## src/rtl/dbf_scan_ctrl.sv

```systemverilog
// dbf_scan_ctrl: per-line scan sequencer for the DBF channel array.
// Each line runs TX window -> dead time -> RX window, stepping the shared
// delay-LUT address during RX, and reports line/frame completion.
// Optional build macro DBF_OVERRUN_STAT_EN adds overrun_err / overrun_cnt,
// which record line_trig pulses arriving while a line is still in flight.
// Note: rst_n is an active-high asynchronous reset despite its name; the
// name is kept for drop-in compatibility with existing instantiations.
module dbf_scan_ctrl #(
  parameter int unsigned ADDR_WD   = 10,
  parameter int unsigned TX_LEN_WD = 8,
  parameter int unsigned RX_LEN_WD = 14,
  parameter int unsigned LINE_WD   = 8,
  parameter int unsigned ADDR_DIV  = 4
) (
  input  logic                 clk,
  input  logic                 rst_n,
  input  logic                 frame_start,
  input  logic                 line_trig,
  input  logic                 abort,
  input  logic [TX_LEN_WD-1:0] cfg_tx_len,
  input  logic [TX_LEN_WD-1:0] cfg_dead_len,
  input  logic [RX_LEN_WD-1:0] cfg_rx_len,
  input  logic [LINE_WD-1:0]   cfg_num_lines,
  output logic                 tx_en,
  output logic                 start,
  output logic [ADDR_WD-1:0]   dbf_lut_addr,
  output logic                 dbf_lut_we,
  output logic [LINE_WD-1:0]   line_idx,
  output logic                 line_done,
  output logic                 frame_done,
  output logic                 busy
`ifdef DBF_OVERRUN_STAT_EN
  ,
  output logic                 overrun_err,
  output logic [7:0]           overrun_cnt
`endif
);

  localparam int unsigned CNT_WD = (RX_LEN_WD > TX_LEN_WD) ? RX_LEN_WD : TX_LEN_WD;
  localparam int unsigned DIV_WD = (ADDR_DIV > 1) ? $clog2(ADDR_DIV) : 1;
  localparam logic [DIV_WD-1:0]  DIV_LAST = DIV_WD'(ADDR_DIV - 1);
  localparam logic [ADDR_WD-1:0] ADDR_MAX = '1;

  typedef enum logic [2:0] {
    S_IDLE, S_ARM, S_TX, S_DEAD, S_RX, S_DONE
  } state_t;

  state_t               state;
  logic [CNT_WD-1:0]    cnt;
  logic [DIV_WD-1:0]    div_cnt;
  logic [TX_LEN_WD-1:0] cfg_tx_len_q;
  logic [TX_LEN_WD-1:0] cfg_dead_len_q;
  logic [RX_LEN_WD-1:0] cfg_rx_len_q;
  logic [LINE_WD-1:0]   cfg_num_lines_q;

  // cnt holds the number of cycles remaining in the current phase after this one,
  // so a zero length behaves as a single cycle.
  logic [CNT_WD-1:0]  tx_load;
  logic [CNT_WD-1:0]  dead_load;
  logic [CNT_WD-1:0]  rx_load;
  logic [LINE_WD-1:0] lines_last;
  logic               last_line;

  assign tx_load    = (cfg_tx_len_q == '0) ? '0 : CNT_WD'(cfg_tx_len_q - TX_LEN_WD'(1));
  assign dead_load  = CNT_WD'(cfg_dead_len_q - TX_LEN_WD'(1));
  assign rx_load    = (cfg_rx_len_q == '0) ? '0 : CNT_WD'(cfg_rx_len_q - RX_LEN_WD'(1));
  assign lines_last = (cfg_num_lines_q == '0) ? '0 : cfg_num_lines_q - LINE_WD'(1);
  assign last_line  = (line_idx == lines_last);

  // Line sequencer: state, phase counters and all registered outputs.
  always_ff @(posedge clk or posedge rst_n) begin
    if (rst_n) begin
      state           <= S_IDLE;
      cnt             <= '0;
      div_cnt         <= '0;
      cfg_tx_len_q    <= '0;
      cfg_dead_len_q  <= '0;
      cfg_rx_len_q    <= '0;
      cfg_num_lines_q <= '0;
      tx_en           <= 1'b0;
      start           <= 1'b0;
      dbf_lut_addr    <= '0;
      dbf_lut_we      <= 1'b0;
      line_idx        <= '0;
      line_done       <= 1'b0;
      frame_done      <= 1'b0;
      busy            <= 1'b0;
    end else if (abort) begin
      state        <= S_IDLE;
      cnt          <= '0;
      div_cnt      <= '0;
      tx_en        <= 1'b0;
      start        <= 1'b0;
      dbf_lut_addr <= '0;
      dbf_lut_we   <= 1'b0;
      line_idx     <= '0;
      line_done    <= 1'b0;
      frame_done   <= 1'b0;
      busy         <= 1'b0;
    end else begin
      dbf_lut_we <= 1'b0;
      line_done  <= 1'b0;
      frame_done <= 1'b0;
      case (state)
        S_IDLE: begin
          if (frame_start) begin
            cfg_tx_len_q    <= cfg_tx_len;
            cfg_dead_len_q  <= cfg_dead_len;
            cfg_rx_len_q    <= cfg_rx_len;
            cfg_num_lines_q <= cfg_num_lines;
            line_idx        <= '0;
            state           <= S_ARM;
            busy            <= 1'b1;
          end
        end
        S_ARM: begin
          if (line_trig) begin
            state <= S_TX;
            tx_en <= 1'b1;
            cnt   <= tx_load;
          end
        end
        S_TX: begin
          if (cnt == '0) begin
            tx_en <= 1'b0;
            if (cfg_dead_len_q == '0) begin
              state        <= S_RX;
              start        <= 1'b1;
              dbf_lut_addr <= '0;
              dbf_lut_we   <= 1'b1;
              div_cnt      <= '0;
              cnt          <= rx_load;
            end else begin
              state <= S_DEAD;
              cnt   <= dead_load;
            end
          end else begin
            cnt <= cnt - CNT_WD'(1);
          end
        end
        S_DEAD: begin
          if (cnt == '0) begin
            state        <= S_RX;
            start        <= 1'b1;
            dbf_lut_addr <= '0;
            dbf_lut_we   <= 1'b1;
            div_cnt      <= '0;
            cnt          <= rx_load;
          end else begin
            cnt <= cnt - CNT_WD'(1);
          end
        end
        S_RX: begin
          if (cnt == '0) begin
            state        <= S_DONE;
            start        <= 1'b0;
            dbf_lut_addr <= '0;
            div_cnt      <= '0;
            line_done    <= 1'b1;
            frame_done   <= last_line;
          end else begin
            cnt <= cnt - CNT_WD'(1);
            if (div_cnt == DIV_LAST) begin
              div_cnt <= '0;
              if (dbf_lut_addr != ADDR_MAX) begin
                dbf_lut_addr <= dbf_lut_addr + ADDR_WD'(1);
                dbf_lut_we   <= 1'b1;
              end
            end else begin
              div_cnt <= div_cnt + DIV_WD'(1);
            end
          end
        end
        S_DONE: begin
          if (last_line) begin
            line_idx <= '0;
            state    <= S_IDLE;
            busy     <= 1'b0;
          end else begin
            line_idx <= line_idx + LINE_WD'(1);
            state    <= S_ARM;
          end
        end
        default: begin
          state <= S_IDLE;
          busy  <= 1'b0;
        end
      endcase
    end
  end

`ifdef DBF_OVERRUN_STAT_EN
  // Overrun statistics: sticky flag and saturating count of mistimed line_trig.
  always_ff @(posedge clk or posedge rst_n) begin
    if (rst_n) begin
      overrun_err <= 1'b0;
      overrun_cnt <= '0;
    end else if (state == S_IDLE && frame_start && !abort) begin
      overrun_err <= 1'b0;
      overrun_cnt <= '0;
    end else if (line_trig && (state inside {S_TX, S_DEAD, S_RX, S_DONE})) begin
      overrun_err <= 1'b1;
      if (overrun_cnt != 8'hFF) overrun_cnt <= overrun_cnt + 8'd1;
    end
  end
`endif

endmodule

```

## config.mk

```make
export PLATFORM = sky130hd
export DESIGN_NAME = dbf_scan_ctrl
export DESIGN_NICKNAME = d
export VERILOG_FILES = /design/src/rtl/dbf_scan_ctrl.sv
export SDC_FILE = /design/constraint.sdc
export NUM_CORES = 1
export LEC_CHECK = 0
export CAP_MARGIN = 20
export CORE_ASPECT_RATIO = 0.8
export CORE_MARGIN = 5
export CORE_UTILIZATION = 50
export DETAILED_ROUTE_END_ITERATION = 8
export PLACE_DENSITY = 0.75
export RECOVER_POWER = 25
export SYNTH_ARGS = -nofsm -noshare
export SYNTH_HDL_FRONTEND = slang
export SYNTH_SLANG_ARGS = --single-unit
```

## constraint.sdc

```tcl
create_clock -name clk -period 2.8 [get_ports clk]
set_clock_uncertainty 0.1 [all_clocks]
set_input_delay 0.56 -clock clk [delete_from_list [all_inputs] [get_ports clk]]
set_output_delay 0.56 -clock clk [all_outputs]
set_load 0.05 [all_outputs]
```

Word level (Yosys, flattened, before mapping). Cells that the tools add are included.

Word-level logic and storage cells: 127. Bits in registers: 81.

Reduce and logical (&&, ||, !) cells: 20. Bitwise logic cells: 1. Add/subtract/negate cells: 8. Equality and inequality tests: 19. Multiplexer cells: 64.

Operators by type and width (number): 2-to-1 mux 14 bit (8); 2-to-1 mux 10 bit (7); case mux 14 bit (4 select lines) (1); 2-to-1 mux 8 bit (4); case mux 10 bit (3 select lines) (1); logical NOT 14 bit (2); subtractor 14 x 1 -> 14 bit, second input constant (2); logical NOT 8 bit (3); != test 3 bit, second input constant (8); 2-to-1 mux 1 bit (23); 2-to-1 mux 3 bit (7); case mux 3 bit (6 select lines) (1); subtractor 8 x 1 -> 9 bit, second input constant (2); case mux 8 bit (2 select lines) (1); 2-to-1 mux 2 bit (6); AND reduction 3 bit (4); adder 10 x 1 -> 10 bit, second input constant (1); != test 10 bit, second input constant (1); AND reduction 5 bit (2); case mux 1 bit (3 select lines) (3); adder 8 x 1 -> 8 bit, second input constant (1); equality test 8 bit (1); != test 4 bit, second input constant (2); subtractor 8 x 1 -> 8 bit, second input constant (1); 17 further kinds (20).

Depth between registers and ports, before layout.
Depth in word-level cells: 6. Gate-level depth with buffers: 11. Mapped depth without buffers: 9.

Worst setup path before layout. No wires, ideal clock.

Path kind: register to register. From: register cfg_num_lines_q[0]. To: register line_idx[6]. Path slack: -0.213 ns. Setup time: 0.124 ns. Stages on the path, launching flop included: 12. Buffers on the path: 2. Required time: 2.576 ns. Arrival time: 2.789 ns. Cell sequence: dfrtp_1 > clkbuf_1 > inv_1 > ha_1 > or4b_4 > or3_1 > a41oi_1 > nor4b_2 > o31ai_2 > buf_6 > nor2_1 > a211o_1.

Cells in the longest elaborated chain, start to end: 6.

Ends and longest elaborated chain: start: declaration (RTL line 54) `logic [LINE_WD-1:0] cfg_num_lines_q;`; start signal: assignment (RTL line 110) `cfg_num_lines_q <= cfg_num_lines;`; subtractor 8 x 1 -> 8 bit / logical NOT 8 bit (equally long branches) (RTL line 67) `assign lines_last = (cfg_num_lines_q == '0) ? '0 : cfg_num_lines_q - LINE_WD'(1);`; 2-to-1 mux 8 bit * (RTL line 67); equality test 8 bit * (RTL line 68) `assign last_line = (line_idx == lines_last);`; 2-to-1 mux 8 bit * (RTL line 175) `if (last_line) begin`; case mux 8 bit (2 select lines) * (RTL line 104) `case (state)`; 2-to-1 mux 8 bit * (RTL line 88) `end else if (abort) begin`; end signal: assignment (RTL line 180) `line_idx <= line_idx + LINE_WD'(1);`; end: declaration (RTL line 28) `output logic [LINE_WD-1:0] line_idx,`.

Mark *: on every way between the ends. The rest lies on a longest branch, timed or not. A chain may end at the register's enable or synchronous reset.

Worst setup path after layout.
From: register cfg_num_lines_q[0]. To: register line_idx[3].

The elaborated chain is that of the path after synthesis.

==> run summary <==
status: finished, violations left
failing checks: max-capacitance violations, max-slew violations, negative setup slack
Via Count: 4672
Slew Limit Fails: 42
Reg power frac: 33.0%
sequential fraction of the synthesis area: 40.27%
syn nets: 598
Distinct cells, synth: 65
LEAKAGE: 2.708 nW
GP Congestion: 0.9455
placed instance area: 6155 µm²
grt ovf: 0
cells after synthesis: 546
Final Non-Filler Cells: 789
Post-Synth Adder-Cell Area: 2.237%
xor and xnor area share after synthesis: 6.438%
combinational share of power: 47.4%
Warnings, synthesis: 0
initial core utilization: 51.74%
layout overhead on the synthesized area: 31.10%
crit share post-route: 101.0%
Inst Count DP: 769
layout cells sized above 1: 20.06%
I/O Pins: 67
Worst Setup End Kind: flop
Core Region: 9729 µm²
P per Cell Area: 885.1 nW/µm²
Post-Synth Simple-Gate Area: 22.25%
Die Wd: 122.2 µm
worst-path fanout max: 8
Slew @ Worst Pin: 1.542 ns
PnR worst setup slack: -0.02666 ns
Fin. Hold Viols: 0
Avg Synthesized Cell Area: 9.219 µm²
TritonCTS clock tree: done
Pint: 3.540 mW
clock share of power: 19.6%
Tot GR Track Use: 22.99%
row count: 32
top_reg_cell synth: dfrtp_1
vias in the first global route: 4494
Final Util: 67.82%
Design Area, Final: 6599 µm²
total CTS buffers: 9
fin crit period: 2.827 ns
max-cap violations: 1
Worst VDD drop: 0.5622 mV
f_max: 0.3538 GHz
Synth Register Bits: 81
via/cell ratio: 5.921
NetSw: 2.300 mW
post-DP HPWL: 10050 µm
mux contribution to synthesized area: 7.532%
number of antenna diodes: 0
number of DRC violations after detailed-routing iteration 0: 500
most frequent cells in the layout: dfrtp_1 (81), clkdlybuf4s50_1 (65), nor2_1 (52)
number of synthesized flops with an enable pin: 0
Nets: 702
Slew Limit Headroom: -2.883%
first-pass GRT wire length: 22360 µm
startpoint types: flop
commonest non-fill, non-tap cell in the layout: dfrtp_1
CTS Root Cell: clkbuf_16
Clock transition at path regs: 0.06 ns
final setup vio count: 3
DRT Pass-1 Iters: 6
Sw Share: 39.38%
crit path DAT: 2.95 ns
Crit Path Category: reg -> reg
Worst-Skew Late Latency: 0.34 ns
total wire length: 13690 µm
Tot Pwr: 5.841 mW
Routed Antenna Nets: 0
# hold bufs at CTS: 0
Hold Path Class: reg -> reg
worst slack at placement: -0.03781 ns
clk sink count: 81
DR WL/cell: 17.36 µm
Synth Area in Compound Gates: 17.52%
mapped cell area: 5034 µm²
largest net degree at the start of global routing: 47
initial antenna violation count: 0
main combinational cell family by area after synthesis: simple AND/OR/NAND/NOR gates
RSZ-0062 raised after global routing: true
Die ar.: 12190 µm²
CTS Buffer Depth: 2
DRC Markers: 0
Die Y-Extent: 99.74 µm
port buffer count: 66
async set or reset register ratio after synthesis: 100.0%
htree depth: 3
Critical Path RT: 2.92 ns
## layer usage
layer  track usage (%)  wire length, µm
met2             34.93             6176
met4             5.594              209
met5                 0                0
met3             4.946              915
met1             33.60             6393
## critical path: stages, from the launching register on
cell and delay [ns]:
dfrtp_1 0.39, inv_2 0.09, ha_4 0.17, or4b_4 0.47, or3_4 0.35, a41oi_4 0.25
nor4b_4 0.08, o31ai_4 0.31, buf_6 0.17, nor3_2 0.05, a211o_1 0.27
## final timing paths
check                                                    start                             to  slack [ns]  depth (start not counted)
worst max-delay path            cfg_num_lines_q[0]$_DFFE_PP0P_        line_idx[3]$_DFFE_PP0P_       -0.03                         10
worst min-delay path                         start$_DFFE_PP0P_              start$_DFFE_PP0P_        0.45                          2
worst max register to register  cfg_num_lines_q[0]$_DFFE_PP0P_        line_idx[3]$_DFFE_PP0P_       -0.03                         10
worst min register to register               start$_DFFE_PP0P_              start$_DFFE_PP0P_        0.45                          2
max in group asynchronous                                rst_n              start$_DFFE_PP0P_        0.37                          3
min in group asynchronous                                rst_n  cfg_dead_len_q[7]$_DFFE_PP0P_        1.03                          2
## cell families after synthesis
kind of cell / count (synthesis)
and+or+nand+nor: 214
AOI/OAI and AO/OA: 127
DFF: 81
buffers and inverters: 44
xor gates and xnor gates: 37
muxes: 34
adders and majority gates: 9
## cell usage after synthesis (3+ instances only)
cell type  number  area [µm²]
dfrtp_1        81        2027
nor2_1         52       195.2
nand2_1        43       161.4
nor3_1         35       175.2
mux2_2         31       349.1
o21ai_0        30       150.1
a21oi_1        23       115.1
clkbuf_1       19       71.32
xor2_1         19       166.4
xnor2_1        18       157.7
inv_1          17       63.81
nand3_1        14       70.07
or3_1          11       68.82
ha_1            9       112.6
a22o_1          8       70.07
o22ai_1         7       43.79
a21o_1          6       45.04
nand3b_1        6       45.04
nor2b_1         6       37.54
nor4_1          6       37.54
a211o_1         5       43.79
a31oi_1         5       31.28
nand2b_1        5       31.28
nor3b_1         5       37.54
or4_1           5       37.54
a211oi_1        4       30.03
buf_2           4       20.02
nand4_1         4       25.02
nor4b_1         4       35.03
o21a_1          4       30.03
a221o_1         3       30.03
a32o_1          3       30.03
and2_1          3       18.77
and3_1          3       18.77
mux2i_1         3       30.03
o31ai_1         3       22.52
or2_2           3       18.77
## stage by stage
step / hold slack (ns) / TNS, ns
after floorplan: 0.3940 / 0
after global routing: 0.4642 / -2.517
final: 0.4471 / -0.04095
after CTS: 0.4485 / -0.03123
after detailed placement: 0.4352 / -0.08163
after global placement: 0.4068 / 0
## what timing repair did
action                                  in CTS  in global routing
cloned                                       1                  0
gates resized for setup                      6                 19
endpoints found under the setup margin       3                 26
setup buffers                                4                  1
pin swaps                                    5                  4
## cell type report
cell class | instances | area [µm²]
multi-input cells | 421 | 2968
flip-flops and latches | 81 | 2027
well taps | 136 | 170.2
clock inverters | 5 | 58.81
inverters | 17 | 63.81
fillers | 773 | 3131
repair buffers | 120 | 1086
clock buffers | 9 | 225.2
## sequential cells by signal, summed over array words and instances (netlist names)
register	cells
cfg_dead_len_q	8
line_idx	8
div_cnt	2
frame_done	1
tx_en	1
busy	1
cnt	14
start	1
state	3
cfg_tx_len_q	8
cfg_rx_len_q	14
cfg_num_lines_q	8
dbf_lut_addr	10
dbf_lut_we	1
line_done	1
## power groups by stage
| stage | clock network, mW | logic [mW] | registers, mW |
|---|---|---|---|
| final | 1.14 | 2.77 | 1.93 |
| after global placement | 0 | 2.55 | 1.91 |
| after detailed placement | 0 | 2.62 | 1.93 |
| after floorplan | 0 | 1.87 | 1.83 |
| after global routing | 1.23 | 3.04 | 1.99 |
| after CTS | 1.17 | 2.69 | 1.91 |
Note: power is estimated with default switching activity, not from simulation.
